--- src/rtl/k423_if_pkg.sv ---
// k423_if_pkg: shared types and fetch-group geometry helpers for the IF-stage
// PC generator.
//   redir_src_t   - which source drives the next PC
//   pcgen_state_t - PC generator FSM state
//   off_w()       - lane-offset width for a given fetch width (0 when FETCH_W=1)
//   lane_w()      - lane-index port width (never below 1)
//   grp_bytes()   - bytes covered by one fetch group
package k423_if_pkg;

    typedef enum logic [1:0] {
        REDIR_NONE = 2'd0,
        REDIR_EXCP = 2'd1,
        REDIR_BJU  = 2'd2,
        REDIR_BPU  = 2'd3
    } redir_src_t;

    typedef enum logic [1:0] {
        ST_IDLE = 2'd0,
        ST_RUN  = 2'd1,
        ST_HOLD = 2'd2
    } pcgen_state_t;

    function automatic int unsigned off_w(input int unsigned fw);
        return (fw <= 1) ? 0 : $clog2(fw);
    endfunction

    function automatic int unsigned lane_w(input int unsigned fw);
        return (off_w(fw) == 0) ? 1 : off_w(fw);
    endfunction

    function automatic int unsigned grp_bytes(input int unsigned fw);
        return fw * 4;
    endfunction

    localparam int unsigned DEF_FETCH_W   = 2;
    localparam int unsigned DEF_OFF_W     = off_w(DEF_FETCH_W);
    localparam int unsigned DEF_GRP_BYTES = grp_bytes(DEF_FETCH_W);

endpackage

--- src/rtl/k423_if_lane_mask.sv ---
// k423_if_lane_mask: combinational valid-lane mask for one fetch group.
//   off      : lane of the group start PC (lanes below it are not fetched)
//   bpu_tkn  : a predicted-taken branch sits in this group
//   bpu_lane : lane holding that branch (lanes after it are squashed)
//   mask     : one bit per lane, 1 = instruction valid
module k423_if_lane_mask
    import k423_if_pkg::*;
#(
    parameter int unsigned FETCH_W = 2
) (
    input  logic [lane_w(FETCH_W)-1:0] off,
    input  logic                       bpu_tkn,
    input  logic [lane_w(FETCH_W)-1:0] bpu_lane,
    output logic [FETCH_W-1:0]         mask
);

    localparam int unsigned LW = lane_w(FETCH_W);

    logic [31:0] off_ext;
    logic [31:0] lane_ext;

    always_comb begin
        off_ext  = {{(32-LW){1'b0}}, off};
        lane_ext = {{(32-LW){1'b0}}, bpu_lane};
        mask     = '0;
        for (int unsigned i = 0; i < FETCH_W; i++) begin
            mask[i] = (i >= off_ext) && (!bpu_tkn || (i <= lane_ext));
        end
    end

endmodule

--- src/rtl/utils_adder32.sv ---
// utils_adder32: plain 32-bit adder with carry-in.
//   a, b : operands
//   ci   : carry in
//   sum  : a + b + ci modulo 2^32
module utils_adder32 (
    input  logic [31:0] a,
    input  logic [31:0] b,
    input  logic        ci,
    output logic [31:0] sum
);

    always_comb begin
        sum = a + b + {31'd0, ci};
    end

endmodule

--- src/rtl/k423_if_pcgen_mf.sv ---
// k423_if_pcgen_mf: multi-fetch PC generator at the head of the IF stage.
//   clk_i, rst_i         - clock, synchronous active-high reset
//   pcu_clear_pc_i       - load CLEAR_PC and drop any pending redirect
//   pcu_stall_pc_i       - freeze pc; excp/bju redirects are parked in HOLD
//   pc_vld_o / if_rdy_i  - fetch-group handshake
//   excp_*, bju_*, bpu_* - redirect requests (excp > bju > bpu)
//   bpu_br_lane_i        - lane of the predicted-taken branch
//   pc_o, lane_mask_o    - current group start PC and its valid lanes
//   pc_misalign_o        - pc_o[1:0] != 0 while the group is valid
//   next_pc_o            - pc value loaded at the coming clock edge
module k423_if_pcgen_mf
    import k423_if_pkg::*;
#(
    parameter int unsigned          XLEN     = 32,
    parameter int unsigned          FETCH_W  = 2,
    parameter logic [XLEN-1:0]      RST_PC   = 32'h8000_0000,
    parameter logic [XLEN-1:0]      CLEAR_PC = 32'h0000_0000
) (
    input  logic                        clk_i,
    input  logic                        rst_i,
    input  logic                        pcu_clear_pc_i,
    input  logic                        pcu_stall_pc_i,
    output logic                        pc_vld_o,
    input  logic                        if_rdy_i,
    input  logic                        excp_br_tkn_i,
    input  logic [XLEN-1:0]             excp_br_pc_i,
    input  logic                        bju_br_tkn_i,
    input  logic [XLEN-1:0]             bju_br_pc_i,
    input  logic                        bpu_br_tkn_i,
    input  logic [XLEN-1:0]             bpu_br_pc_i,
    input  logic [lane_w(FETCH_W)-1:0]  bpu_br_lane_i,
    output logic [XLEN-1:0]             pc_o,
    output logic [FETCH_W-1:0]          lane_mask_o,
    output logic                        pc_misalign_o,
    output logic [XLEN-1:0]             next_pc_o
);

    localparam int unsigned OFF_W  = off_w(FETCH_W);
    localparam int unsigned LW     = lane_w(FETCH_W);
    localparam int unsigned ALIGN  = OFF_W + 2;
    localparam logic [XLEN-1:0] ALIGN_MASK = XLEN'((64'd1 << ALIGN) - 64'd1);
    localparam logic [31:0]     STRIDE     = 32'(grp_bytes(FETCH_W));

    pcgen_state_t    state_q, state_d;
    logic [XLEN-1:0] pc_q, pc_d;
    logic [XLEN-1:0] pend_q, pend_d;
    logic            pc_vld_q;
    logic            hs;
    redir_src_t      src;
    logic [XLEN-1:0] base;
    logic [31:0]     seq_sum;
    logic [XLEN-1:0] seq_next;
    logic [XLEN-1:0] redir_tgt;
    logic [LW-1:0]   off;
    logic [FETCH_W-1:0] mask_raw;

    // Sequential successor is computed from the group-aligned base, so a
    // misaligned pc still advances to the next aligned group.
    assign base = pc_q & ~ALIGN_MASK;

    utils_adder32 u_seq_add (
        .a   (32'(base)),
        .b   (STRIDE),
        .ci  (1'b0),
        .sum (seq_sum)
    );

    assign seq_next = seq_sum[XLEN-1:0];

    generate
        if (OFF_W > 0) begin : g_off
            assign off = pc_q[ALIGN-1:2];
        end else begin : g_no_off
            assign off = '0;
        end
    endgenerate

    k423_if_lane_mask #(
        .FETCH_W (FETCH_W)
    ) u_lane_mask (
        .off      (off),
        .bpu_tkn  (bpu_br_tkn_i),
        .bpu_lane (bpu_br_lane_i),
        .mask     (mask_raw)
    );

    assign hs = pc_vld_q & if_rdy_i;

    // Redirect source for this cycle; stall parks excp/bju instead of applying.
    always_comb begin
        src = REDIR_NONE;
        if (!pcu_clear_pc_i && !pcu_stall_pc_i) begin
            if (excp_br_tkn_i)
                src = REDIR_EXCP;
            else if (bju_br_tkn_i)
                src = REDIR_BJU;
            else if (state_q != ST_HOLD && hs && bpu_br_tkn_i)
                src = REDIR_BPU;
        end
    end

    always_comb begin
        case (src)
            REDIR_EXCP: redir_tgt = excp_br_pc_i;
            REDIR_BJU:  redir_tgt = bju_br_pc_i;
            REDIR_BPU:  redir_tgt = bpu_br_pc_i;
            default:    redir_tgt = seq_next;
        endcase
    end

    always_comb begin
        pc_d    = pc_q;
        pend_d  = pend_q;
        state_d = state_q;
        if (pcu_clear_pc_i) begin
            pc_d    = CLEAR_PC;
            pend_d  = '0;
            state_d = ST_RUN;
        end else if (src == REDIR_EXCP || src == REDIR_BJU) begin
            // A fresh redirect supersedes any parked one.
            pc_d    = redir_tgt;
            state_d = ST_RUN;
        end else if (pcu_stall_pc_i) begin
            if (excp_br_tkn_i) begin
                pend_d  = excp_br_pc_i;
                state_d = ST_HOLD;
            end else if (bju_br_tkn_i) begin
                pend_d  = bju_br_pc_i;
                state_d = ST_HOLD;
            end else if (state_q == ST_IDLE) begin
                state_d = ST_RUN;
            end
        end else if (state_q == ST_HOLD) begin
            pc_d    = pend_q;
            state_d = ST_RUN;
        end else begin
            state_d = ST_RUN;
            if (hs)
                pc_d = redir_tgt;
        end
    end

    always_ff @(posedge clk_i) begin
        if (rst_i) begin
            state_q  <= ST_IDLE;
            pc_q     <= RST_PC;
            pend_q   <= '0;
            pc_vld_q <= 1'b0;
        end else begin
            state_q  <= state_d;
            pc_q     <= pc_d;
            pend_q   <= pend_d;
            pc_vld_q <= (state_d != ST_IDLE);
        end
    end

    assign pc_vld_o      = pc_vld_q;
    assign pc_o          = pc_q;
    assign next_pc_o     = pc_d;
    assign lane_mask_o   = mask_raw & {FETCH_W{pc_vld_q}};
    assign pc_misalign_o = pc_vld_q & (|pc_q[1:0]);

endmodule

--- config.mk ---
export PLATFORM = sky130hd
export DESIGN_NAME = k423_if_pcgen_mf
export DESIGN_NICKNAME = d
export VERILOG_FILES = /design/src/rtl/k423_if_pkg.sv /design/src/rtl/k423_if_lane_mask.sv /design/src/rtl/utils_adder32.sv /design/src/rtl/k423_if_pcgen_mf.sv
export SDC_FILE = /design/constraint.sdc
export NUM_CORES = 1
export LEC_CHECK = 0
export CAP_MARGIN = 20
export CORE_ASPECT_RATIO = 1.75
export CORE_MARGIN = 4
export CORE_UTILIZATION = 50
export DETAILED_ROUTE_END_ITERATION = 6
export PLACE_DENSITY = 0.84
export SLEW_MARGIN = 20
export SYNTH_ARGS = -nofsm -noshare
export SYNTH_HDL_FRONTEND = slang
export SYNTH_HIERARCHICAL = 1
export SYNTH_SLANG_ARGS = --single-unit
--- constraint.sdc ---
create_clock -name clk_i -period 5.3 [get_ports clk_i]
set_clock_uncertainty 0.1 [all_clocks]
set_input_delay 1.06 -clock clk_i [delete_from_list [all_inputs] [get_ports clk_i]]
set_output_delay 1.06 -clock clk_i [all_outputs]
set_load 0.02 [all_outputs]
After elaboration in Yosys (flattened, before gate mapping)
Cells that the tools add are included.
{"block": "word_totals", "reg_bits": 67, "latch_bits": 0, "mem_bits_rw": 0, "romBits": 0, "inputBits": 105, "output_inout_bits": 68, "wordCells": 48, "mem_count": 0}
{"block": "classes", "add_sub_neg": 1, "multipliers": 0, "div": 0, "n_lt_le_gt_ge": 2, "n_eq_ne": 5, "n_shift": 0, "n_mux": 18, "n_bitwise": 4, "n_reduce_logical": 14}
{"cell": "two-way mux 32 bit", "n": 7}
{"cell": "case mux 32 bit (3 select lines)", "n": 1}
{"cell": "adder 32 x 4 -> 32 bit, second input constant", "n": 1}
{"cell": "two-way mux 2 bit", "n": 10}
{"cell": "equality test 2 bit, second input constant", "n": 3}
{"cell": "nonzero test 2 bit", "n": 2}
{"cell": "OR reduction 2 bit", "n": 2}
{"cell": "logical AND 1 bit", "n": 3}
{"cell": "logical NOT 1 bit", "n": 3}
{"cell": "AND reduction 3 bit", "n": 1}
{"cell": "bitwise AND 1 bit", "n": 2}
{"cell": "bitwise AND 2 bit", "n": 1}
{"cell": "equality test 2 x 1 -> 1 bit, second input constant", "n": 1}
{"cell": "logical NOT 2 bit", "n": 1}
{"cell": "logical OR 1 bit", "n": 2}
{"cell": "!= test 2 bit, second input constant", "n": 1}
{"cell": ">= comparator 1 bit, first input constant", "n": 1}
{"cell": "<= comparator 1 bit, first input constant", "n": 1}
{"cell": "inverter 1 bit", "n": 1}

Logic depth before layout (Yosys ltp)
Gate-level depths: netlist (run 1).
{"block": "depth", "depth_word": 14, "mapped_depth": 13, "ltp_nobuf": 12}

Modules after synthesis
The synthesis (run 1) kept the hierarchy.
{"mod": "k423_if_pcgen_mf", "instances": 1, "cells_per_inst": 476, "area_per_inst_um2": 4090.2, "seq_area_each_um2": 1341.3}
{"mod": "utils_adder32", "instances": 1, "cells_per_inst": 229, "area_per_inst_um2": 1651.6, "seq_area_each_um2": 0.0}
{"mod": "k423_if_lane_mask", "instances": 1, "cells_per_inst": 2, "area_per_inst_um2": 10.0, "seq_area_each_um2": 0.0}

Worst setup path after synthesis (run 1)
No wires, ideal clock.
{"block": "synth_path", "path_type": "in2out", "startpoint": "input pcu_clear_pc_i", "endpoint": "output next_pc_o[10]", "arrival_ns": 3.175, "required_ns": 4.140, "setup_slack_ns": 0.965, "path_stages": 9, "n_path_buf": 3, "cell_sequence": "clkbuf_1 -> clkbuf_1 -> nor4_1 -> ha_1 -> clkbuf_1 -> a222oi_1 -> inv_1 -> o21ai_1 -> o32ai_1"}
{"block": "synth_between", "elab_chain_len": 10, "elab_cells_between_ends": 13}
{"item": "start: declaration", "line": "k423_if_pcgen_mf.sv:21", "rtl": "input logic pcu_clear_pc_i,"}
{"item": "logical NOT 1 bit", "line": "k423_if_pcgen_mf.sv:92", "rtl": "if (!pcu_clear_pc_i && !pcu_stall_pc_i) begin"}
{"item": "logical AND 1 bit", "line": "k423_if_pcgen_mf.sv:92"}
{"item": "two-way mux 2 bit", "line": "k423_if_pcgen_mf.sv:92"}
{"item": "equality test 2 bit, or another cell as far along", "line": "k423_if_pcgen_mf.sv:103", "rtl": "case (src)"}
{"item": "case mux 32 bit (3 select lines)", "line": "k423_if_pcgen_mf.sv:103"}
{"item": "two-way mux 32 bit", "line": "k423_if_pcgen_mf.sv:138", "rtl": "if (hs)"}
{"item": "two-way mux 32 bit", "line": "k423_if_pcgen_mf.sv:133", "rtl": "end else if (state_q == ST_HOLD) begin"}
{"item": "two-way mux 32 bit", "line": "k423_if_pcgen_mf.sv:123", "rtl": "end else if (pcu_stall_pc_i) begin"}
{"item": "two-way mux 32 bit", "line": "k423_if_pcgen_mf.sv:119", "rtl": "end else if (src == REDIR_EXCP || src == REDIR_BJU) begin"}
{"item": "two-way mux 32 bit *", "line": "k423_if_pcgen_mf.sv:115", "rtl": "if (pcu_clear_pc_i) begin"}
{"item": "end: declaration", "line": "k423_if_pcgen_mf.sv:35", "rtl": "output logic [XLEN-1:0] next_pc_o"}
Mark *: on every way between the ends. The rest lies on a longest branch, timed or not.

Worst setup path after layout (run 1)
{"block": "layout_path", "startpoint": "input if_rdy_i", "endpoint": "output next_pc_o[10]"}
{"block": "layout_between", "elab_chain_len": 14, "elab_cells_between_ends": 17}
{"item": "start: declaration", "line": "k423_if_pcgen_mf.sv:24", "rtl": "input logic if_rdy_i,"}
{"item": "bitwise AND 1 bit *", "line": "k423_if_pcgen_mf.sv:87", "rtl": "assign hs = pc_vld_q & if_rdy_i;"}
{"item": "logical AND 1 bit (2 in series)", "line": "k423_if_pcgen_mf.sv:97", "rtl": "else if (state_q != ST_HOLD && hs && bpu_br_tkn_i)"}
{"item": "two-way mux 2 bit", "line": "k423_if_pcgen_mf.sv:97"}
{"item": "two-way mux 2 bit", "line": "k423_if_pcgen_mf.sv:95", "rtl": "else if (bju_br_tkn_i)"}
{"item": "two-way mux 2 bit", "line": "k423_if_pcgen_mf.sv:93", "rtl": "if (excp_br_tkn_i)"}
{"item": "two-way mux 2 bit", "line": "k423_if_pcgen_mf.sv:92"}
{"item": "equality test 2 bit, or another cell as far along", "line": "k423_if_pcgen_mf.sv:103"}
{"item": "case mux 32 bit (3 select lines)", "line": "k423_if_pcgen_mf.sv:103"}
{"item": "two-way mux 32 bit", "line": "k423_if_pcgen_mf.sv:138"}
{"item": "two-way mux 32 bit", "line": "k423_if_pcgen_mf.sv:133"}
{"item": "two-way mux 32 bit", "line": "k423_if_pcgen_mf.sv:123"}
{"item": "two-way mux 32 bit *", "line": "k423_if_pcgen_mf.sv:119"}
{"item": "two-way mux 32 bit *", "line": "k423_if_pcgen_mf.sv:115"}
Marked as above.

==> flow_metrics.tcl, run 1 <==
set metrics [dict create \
    crit_arrival_ns 3.89 \
    p_seq_share_pct 30.0 \
    cpPeakStageDelay_ns 0.48 \
    final_net_count 1035 \
    synth_area_leader_cell "dfxtp_1" \
    finalWirelength_mm 21.78 \
    antenna_found_initial 0 \
    grt_pass1_wl_mm 33.08 \
    p_sw_share_pct 32.69 \
    crit_path_start_kind "primary input" \
    max_freq_mhz 198.0 \
    first_global_vias 6980 \
    postLayoutCoreUtil_pct 73.66 \
    worstPathRequired_ns 4.14 \
    ys.flop_type "dfxtp_1" \
    internal_power_mw 1.226 \
    holdBufCountCts 0 \
    maxCapViolations 0 \
    powerDensity_nw_per_um2 221.4 \
    ir_worst_vdd_mv 0.1824 \
    whs_ns 0.4012 \
    wl_met3_mm 1.410 \
    drt.antenna.violating_nets 0 \
    highest_layer "met4" \
    core_sq_um 11170 \
    place_congestion 0.9455 \
    die_area_sq_um 13350 \
    worst-path-buf-inv 3 \
    clk_pin_slew_ns 0.06 \
    dp_cells 1015 \
    clock_sinks 67 \
    synth_warnings 6 \
    drv_slew 0 \
    crit_path_start "if_rdy_i" \
    async_flop_share_pct 0 \
    crit_family "buffers and inverters" \
    grt_max_degree 39 \
    die_y_um 149.9 \
    r2r_start "pc_vld_o" \
    status "finished, final reports clean" \
    most-common-layout-cells "139 x clkdlybuf4s50_1, 67 x dfxtp_1, 63 x o32ai_1" \
    layout_commonest_cell "clkdlybuf4s50_1" \
    layout-drive-gt1-share_pct 6.452 \
    numCtsBuffers 9 \
    initial_core_util_pct 51.51 \
    drtIter0Drc 669 \
    vias_per_cell 6.615 \
    critPathMaxFanout 18 \
    p_comb_share_pct 33.2 \
    synthCells 707 \
    port-buffer-count 172 \
    syn_area_sq_um 5752 \
    area_growth_pct 43.01 \
    p_leak_nw 3.828 \
    n_antenna_cell 0 \
    postSynthAreaPerCell_sq_um 8.135 \
    clockBufferDepth 2 \
    min-delay-start "pend_q[30]" \
    rsz0062_at_grt "false" \
    tightestPinTransition_ns 0.7589 \
    synth_top_area_share_pct 23.32 \
    maxSlewHeadroom_pct 49.28 \
    synth_cell_types 66 \
    crit_type "in -> out" \
    clockPowerShare_pct 36.8 \
    synthTopCellsByArea "dfxtp_1 23%, o32ai_1 9.6%, ha_1 7.4%" \
    die_x_um 89.08 \
    switching_power_mw 0.5951 \
    wl_per_cell_um 21.12 \
    cts-root-buf "clkbuf_16" \
    via_count 6820 \
    period_share_pct 95.31 \
    synth_edf_count 0 \
    hpwl_mm 15.95 \
    drc 0 \
    clk_latency_ns 0.34 \
    setup_viol_count_final 0 \
    postCtsSetupBuffers 0 \
    cts_max_level 3 \
    end_kind "primary output" \
    rows 51 \
    ys_seq_area_share_pct 23.32 \
    cp_slowest_cell "or4_1" \
    finalHoldViolations 0 \
    fillCellCount 834 \
    ioPinCount 173 \
    cts_tree "yes" \
    wl_met2_mm 12.01 \
    drt-pass1-iter-count 5 \
    hold_path.class "reg -> reg" \
    grt_use_total_pct 31.80 \
    gr-total-overflow 0 \
    final_cell_count_no_fill 1031 \
    fin_tns_setup_ns 0 \
    met1Wirelength_mm 7.268 \
    ys_seq_elements 67 \
    fin_crit_ns 5.051 \
    path_cells "clkdlybuf4s50_1 > nand2_1 > nor2_1 > a21oi_1 > or4_1 > ha_1 > o31ai_4 > buf_12 > o21ai_1 > o32ai_1 > dlygate4sd2_1" \
]
[path summary, 6_finish.rpt]
check | endpoint | slack (ns) | cells past startpoint
worst max-delay path | next_pc_o[10] | 0.25 | 11
worst min-delay path | pend_q[30] | 0.40 | 2
worst max register to register | pend_q[9] | 2.01 | 10
worst min register to register | pend_q[30] | 0.40 | 2
[cells by family after synthesis]
group | count (synthesis) | synth area share (%)
AOI/OAI and AO/OA | 283 | 37.66
and+or+nand+nor | 164 | 14.31
buffers and inverters | 97 | 6.961
DFF | 67 | 23.32
adders and majority gates | 36 | 8.092
muxes | 32 | 5.569
xor gates and xnor gates | 26 | 3.959
other | 2 | 0.1306
[power groups by stage]
stage / logic [mW] / registers (mW) / clock network [mW]
after global routing: 0.646 / 0.548 / 0.698
final: 0.604 / 0.546 / 0.671
after detailed placement: 0.587 / 0.556 / 0
after CTS: 0.591 / 0.546 / 0.677
after floorplan: 0.338 / 0.564 / 0
after global placement: 0.574 / 0.555 / 0
[stage by stage]
step | power (mW) | setup WS (ns) | cell area (sq um)
final | 1.821 | 0.2486 | 8225
after global routing | 1.893 | 0.1648 | 8225
after CTS | 1.814 | 0.001342 | 8138
after detailed placement | 1.144 | 0.02764 | 7811
after global placement | 1.130 | 0.1261 | 7811
after floorplan | 0.9019 | 0.9650 | 5887
[worst reg2reg max path, stage by stage, from the launching register on]
cell	delay (ns)
dfxtp_1	0.41
nand2_1	0.12
nor2_1	0.17
a21oi_1	0.12
or4_1	0.48
ha_1	0.43
nand2_1	0.16
nor2_4	0.61
buf_12	0.30
nor2_1	0.08
a211oi_1	0.23
[flip-flops by register name (all words and copies together), names as in the netlist]
name and flops:
pc_o 32, pc_vld_o 1, pend_q 32, state_q 2
[cell usage after synthesis (all sizes together) (2+ instances only)]
cell      n
fa        2
nor3b     2
a211oi   37
a22oi    34
nor2     63
nor4      2
o21ai    51
inv      40
a222oi   31
nand3     6
and2      3
dfxtp    67
o21a      3
a31oi     3
mux2i    32
o32ai    63
or2       2
clkbuf   39
a311oi    2
a21o      9
nand4     2
or3       2
o211ai    4
conb      2
a21boi    2
o21bai    2
nor2b    34
a2111oi   4
o31ai     2
nor4bb    2
xnor2    14
xor2     12
nor3      6
a21oi    28
ha       34
and3      4
nand2b    4
nand2    26
buf      18
[repair_timing]
action,CTS,global route
cloned,0,0
resized for setup,1,33
endpoints found under the setup margin,1,31
[layer usage]
metal / up-vias / global-route usage [%]
met5: - / 0
met2: 378 / 60.01
met4: 0 / 19.37
met3: 93 / 5.840
li1: 3110 / -
met1: 3239 / 30.33
[layout make-up]
type	instances	area [sq um]	area share (%)
Clock buffer	10	239.0	2.905
Clock inverter	6	88.84	1.080
Inverter	40	150.1	1.825
Multi-Input combinational cell	579	4160	50.58
Sequential cell	67	1341	16.31
Tap cell	132	165.2	2.008
Timing Repair Buffer	197	2081	25.30
No activity file was read; power rests on OpenSTA's default activity.
==> run 2, diff against run 1 <==
--- a/config.mk
+++ b/config.mk
@@ -11,6 +11,7 @@
 export CORE_UTILIZATION = 50
 export DETAILED_ROUTE_END_ITERATION = 6
 export PLACE_DENSITY = 0.84
+export REMOVE_ABC_BUFFERS = 1
 export SLEW_MARGIN = 20
 export SYNTH_ARGS = -nofsm -noshare
 export SYNTH_HDL_FRONTEND = slang
==> run 2 against run 1 <==
Net effect: the run now ends with design-rule violations left; first-iteration DRC count shrank 9.4%; critical path type unchanged; critical endpoint is now next_pc_o[0]; wire length fell by 1.4%; critical path depth unchanged; global-route usage shrank 0.10 points; die area did not move; final cell count fell by 0.48%; count of clock-buffer cells in the layout grew 1; via count is essentially flat; sequential power barely moved; largest cell class unchanged; sequential share of layout area grew 0.29 points.
==> flow_metrics.tcl, run 2 (synthesis results as in run 1) <==
set metrics [dict create \
    cts_max_level 3 \
    cpPeakStageDelay_ns 0.68 \
    crit_path_start_kind "primary input" \
    layout-drive-gt1-share_pct 6.152 \
    first_global_vias 7069 \
    drt-pass1-iter-count 7 \
    power_mw 1.737 \
    critPathMaxFanout 15 \
    status "finished with violations" \
    antenna_found_initial 0 \
    grt_use_total_pct 31.70 \
    n_antenna_cell 0 \
    period_share_pct 98.85 \
    cp_slowest_cell "clkdlybuf4s50_1" \
    die_x_um 89.08 \
    drt.antenna.violating_nets 0 \
    maxSlewHeadroom_pct 47.22 \
    wl_per_cell_um 20.92 \
    drc 1 \
    rows 51 \
    hold_path.class "reg -> reg" \
    grt_max_degree 65 \
    maxCapViolations 0 \
    path_cells "clkdlybuf4s50_1 > nand2_1 > nor2_1 > a21oi_1 > or4_1 > ha_2 > o31ai_4 > buf_12 > o21ai_0 > o32ai_1 > clkdlybuf4s50_1" \
    hpwl_mm 15.56 \
    powerDensity_nw_per_um2 214.9 \
    clockBufferDepth 2 \
    ioPinCount 173 \
    final_net_count 1032 \
    initial_core_util_pct 51.51 \
    finalWirelength_mm 21.47 \
    setup_viol_count_final 0 \
    fin_crit_ns 5.239 \
    via_count 6818 \
    ir_worst_vdd_mv 0.1986 \
    clock_sinks 67 \
    layout_commonest_cell "clkdlybuf4s50_1" \
    clk_latency_ns 0.34 \
    crit_arrival_ns 4.08 \
    area_growth_pct 40.50 \
    p_leak_nw 3.429 \
    finalHoldViolations 0 \
    postCtsSetupBuffers 0 \
    drv_slew 0 \
    crit_top_cell "clkdlybuf4s50_1" \
    vias_per_cell 6.645 \
    port-buffer-count 172 \
    whs_ns 0.3993 \
    die_area_sq_um 13350 \
    die_y_um 149.9 \
    drtIter0Drc 606 \
    clk_pin_slew_ns 0.05 \
    worstPathRequired_ns 4.14 \
    tightestPinTransition_ns 0.7899 \
    gr-total-overflow 0 \
    place_congestion 0.9749 \
    holdBufCountCts 0 \
    max_freq_mhz 190.9 \
    cts_tree "yes" \
    numCtsBuffers 9 \
    violations "design-rule violations" \
    crit_type "in -> out" \
    end_kind "primary output" \
    cts-resized-gates 0 \
    grt_pass1_wl_mm 33.29 \
    dp_cells 1012 \
    final_cell_count_no_fill 1026 \
    cts-root-buf "clkbuf_16" \
    core_sq_um 11170 \
    most-common-layout-cells "161 x clkdlybuf4s50_1, 67 x dfxtp_1, 62 x o32ai_1" \
]
-- run 2: cell count changes in the layout (fill, tap and decap cells not counted), moves of 2 or more --
| cell | previous run | this run |
|---|---|---|
| buf_12 | 8 | 5 |
| clkinvlp_4 | 2 | 0 |
| ha_1 | 33 | 31 |
| dlymetal6s2s_1 | 31 | 10 |
| clkdlybuf4s50_1 | 139 | 161 |
| ha_2 | 1 | 3 |
-- run 2: layer usage --
layer	up-vias	wire length, um	GRT usage [%]
met5	-	0	0
met4	0	914	19.08
met3	78	1439	5.785
met2	389	11880	58.74
met1	3248	7229	31.33
li1	3103	-	-
-- run 2: where the power goes --
| part | internal [mW] | switching, mW | leakage, nW |
|---|---|---|---|
| sequential | 0.527 | 0.0183 | 0.546 |
| clock | 0.370 | 0.217 | 0.141 |
| combinational | 0.274 | 0.330 | 2.74 |
-- run 2: final timing paths --
check,from,slack (ns),cells past startpoint,end
setup / recovery,if_rdy_i,0.06,11,next_pc_o[0]
hold / removal,pend_q[9],0.40,2,pend_q[9]
setup reg to reg,pc_vld_o,2.02,10,pend_q[30]
hold reg to reg,pend_q[9],0.40,2,pend_q[9]
-- run 2: critical path, delay by kind of cell --
| kind | cells | cell delay [ns] |
|---|---|---|
| compound gates | 4 | 0.63 |
| fa+ha+maj | 1 | 0.35 |
| buf+inv | 3 | 1.33 |
| simple gates | 3 | 0.72 |
-- run 2: final cells by class --
type	instances	area (sq um)
fill	857	3085
clock buffer	11	242.7
sequential	67	1341
clock inverter	3	40.04
timing repair buffer	194	1969
inverter	40	150.1
multi-input combinational	579	4173
tap	132	165.2
-- run 2: per-stage QoR --
step                      setup slack (ns)  utilization (%)  cell area, sq um  TNS, ns
after detailed placement           0.01536            69.41              7751        0
after floorplan                     0.6928                -              5637        0
final                              0.06093            72.37              8082        0
after global placement             0.09916            69.41              7751        0
after CTS                         0.007156            71.94              8034        0
after global routing              -0.05605            72.37              8082  -0.4594
==> run 3, diff against run 2 <==
--- a/config.mk
+++ b/config.mk
@@ -8,11 +8,9 @@
 export CAP_MARGIN = 20
 export CORE_ASPECT_RATIO = 1.75
 export CORE_MARGIN = 4
-export CORE_UTILIZATION = 50
+export CORE_UTILIZATION = 35
 export DETAILED_ROUTE_END_ITERATION = 6
-export PLACE_DENSITY = 0.84
 export REMOVE_ABC_BUFFERS = 1
-export SLEW_MARGIN = 20
 export SYNTH_ARGS = -nofsm -noshare
 export SYNTH_HDL_FRONTEND = slang
 export SYNTH_HIERARCHICAL = 1
==> constraint.sdc (replaced) <==
create_clock -name clk_i -period 5.3 [get_ports clk_i]
set_clock_uncertainty 0.1 [all_clocks]
set_input_delay 1.06 -clock clk_i [delete_from_list [all_inputs] [get_ports clk_i]]
set_output_delay 1.06 -clock clk_i [all_outputs]
set_load 0.1 [all_outputs]
==> run 3 against run 2 <==
Net effect: the run now ends clean; critical path depth is the same; cell area grew 4.1%; count of clock-buffer cells in the layout grew 1; die area grew 40%; first-iteration DRC count shrank 23%; non-clock buffer count grew 3; wire length grew 3.8%; clock power shrank 7.0%; combinational power grew 38%; sequential share of layout area shrank 0.65 points; worst setup slack gained 0.11 ns.
==> flow_metrics.tcl, run 3 (synthesis results as in run 1) <==
set metrics [dict create \
    fillCellCount 1547 \
    die_area_sq_um 18630 \
    p_leak_nw 3.416 \
    port-buffer-count 172 \
    stdcell_area_sq_um 8412 \
    wl_per_cell_um 20.49 \
    first_global_vias 6783 \
    drtIter0Drc 466 \
    n_antenna_cell 0 \
    drc 0 \
    grt_pass1_wl_mm 34.86 \
    holdBufCountCts 0 \
    crit_path_start_kind "primary input" \
    grt_max_degree 34 \
    finalHoldViolations 0 \
    rsz0062_at_grt "false" \
    numCtsBuffers 9 \
    end_kind "primary output" \
    place_congestion 0.9073 \
    worstPathRequired_ns 4.14 \
    placed_cell_area_sq_um 8143 \
    crit_arrival_ns 3.97 \
    drt.antenna.violating_nets 0 \
    ir_worst_vdd_mv 0.1350 \
    die_x_um 104.9 \
    initial_core_util_pct 35.89 \
    clk_pin_slew_ns 0.05 \
    layout-drive-gt1-share_pct 9.688 \
    hold_path.class "reg -> reg" \
    maxSlewHeadroom_pct 28.41 \
    most-common-layout-cells "138 x clkdlybuf4s50_1, 67 x dfxtp_1, 62 x o32ai_1" \
    rows 61 \
    drv_slew 0 \
    clock_sinks 67 \
    ioPinCount 173 \
    layout_commonest_cell "clkdlybuf4s50_1" \
    postLayoutCoreUtil_pct 52.48 \
    finalWirelength_mm 22.28 \
    vias_per_cell 6.013 \
    cts_tree "yes" \
    powerDensity_nw_per_um2 229.0 \
    cts_max_level 3 \
    postCtsSetupBuffers 0 \
    clk_latency_ns 0.34 \
    max_freq_mhz 194.9 \
    cts-root-buf "clkbuf_16" \
    final_net_count 1035 \
    crit_type "in -> out" \
    via_count 6536 \
    whs_ns 0.4002 \
    grt_use_total_pct 23.19 \
    hpwl_mm 16.89 \
    antenna_found_initial 0 \
    tightestPinTransition_ns 1.070 \
    fin_crit_ns 5.130 \
    setup_viol_count_final 0 \
    clockBufferDepth 2 \
    core_sq_um 16030 \
    cts-resized-gates 0 \
    critPathMaxFanout 16 \
    status "finished, final reports clean" \
    period_share_pct 96.79 \
    gr-total-overflow 0 \
    drt-pass1-iter-count 7 \
    die_y_um 177.6 \
    maxCapViolations 0 \
    area_growth_pct 46.25 \
]
run 3: cell count changes in the layout (fill, tap and decap cells not counted), moves of 2 or more:
| cell | delta |
|---|---|
| clkdlybuf4s50_1 | -23 |
| ha_2 | -2 |
| dlymetal6s2s_1 | -10 |
| ha_1 | +2 |
| buf_12 | +30 |
| buf_4 | +4 |
run 3: critical path, stage by stage:
cell and delay [ns]:
clkdlybuf4s50_1 0.46, nand2_1 0.07, nor2_1 0.14, a21oi_1 0.10, or4_1 0.45, ha_1 0.37
o31ai_4 0.20, buf_8 0.25, o21ai_1 0.12, o32ai_1 0.50, buf_12 0.25
run 3: final timing paths:
check | endpoint | cells past startpoint | slack (ns) | startpoint
max reg2reg | pend_q[23] | 10 | 2.11 | pc_vld_o
min | pend_q[17] | 2 | 0.40 | pend_q[17]
max | next_pc_o[15] | 11 | 0.17 | if_rdy_i
min reg2reg | pend_q[17] | 2 | 0.40 | pend_q[17]
run 3: stage by stage:
stage          setup TNS [ns]  setup WS [ns]  instances  total power, mW
2_1_floorplan          -33.31         -1.051        686            1.065
3_3_place_gp                0         0.1420       1071            1.369
3_5_place_dp                0         0.1804       1072            1.380
4_1_cts                     0         0.1650       1087            1.931
5_1_grt                     0        0.01004       1087            2.010
6_report                    0         0.1701       1087            1.926
run 3: layout make-up:
class / instances / area (sq um) / share of cell area, %
inverters: 40 / 150.1 / 1.785
clock inverters: 3 / 15.01 / 0.1785
flip-flops and latches: 67 / 1341 / 15.95
repair buffers: 197 / 2265 / 26.92
clock buffers: 12 / 246.5 / 2.930
well taps: 189 / 236.5 / 2.811
multi-input cells: 579 / 4158 / 49.43
run 3: power breakdown:
| group | leakage, nW | internal (mW) | switching (mW) | total (mW) |
|---|---|---|---|---|
| logic | 2.74 | 0.311 | 0.524 | 0.835 |
| clock network | 0.132 | 0.324 | 0.222 | 0.546 |
| registers | 0.546 | 0.527 | 0.0183 | 0.546 |
| total | 3.42 | 1.16 | 0.764 | 1.93 |
run 3: routing by layer:
metal | up-vias | global-route usage [%] | routed length, um
met3 | 28 | 3.021 | 1053
met2 | 221 | 46.49 | 12650
met5 | - | 0 | 0
li1 | 3116 | - | -
met4 | 0 | 8.155 | 490
met1 | 3171 | 24.16 | 8081
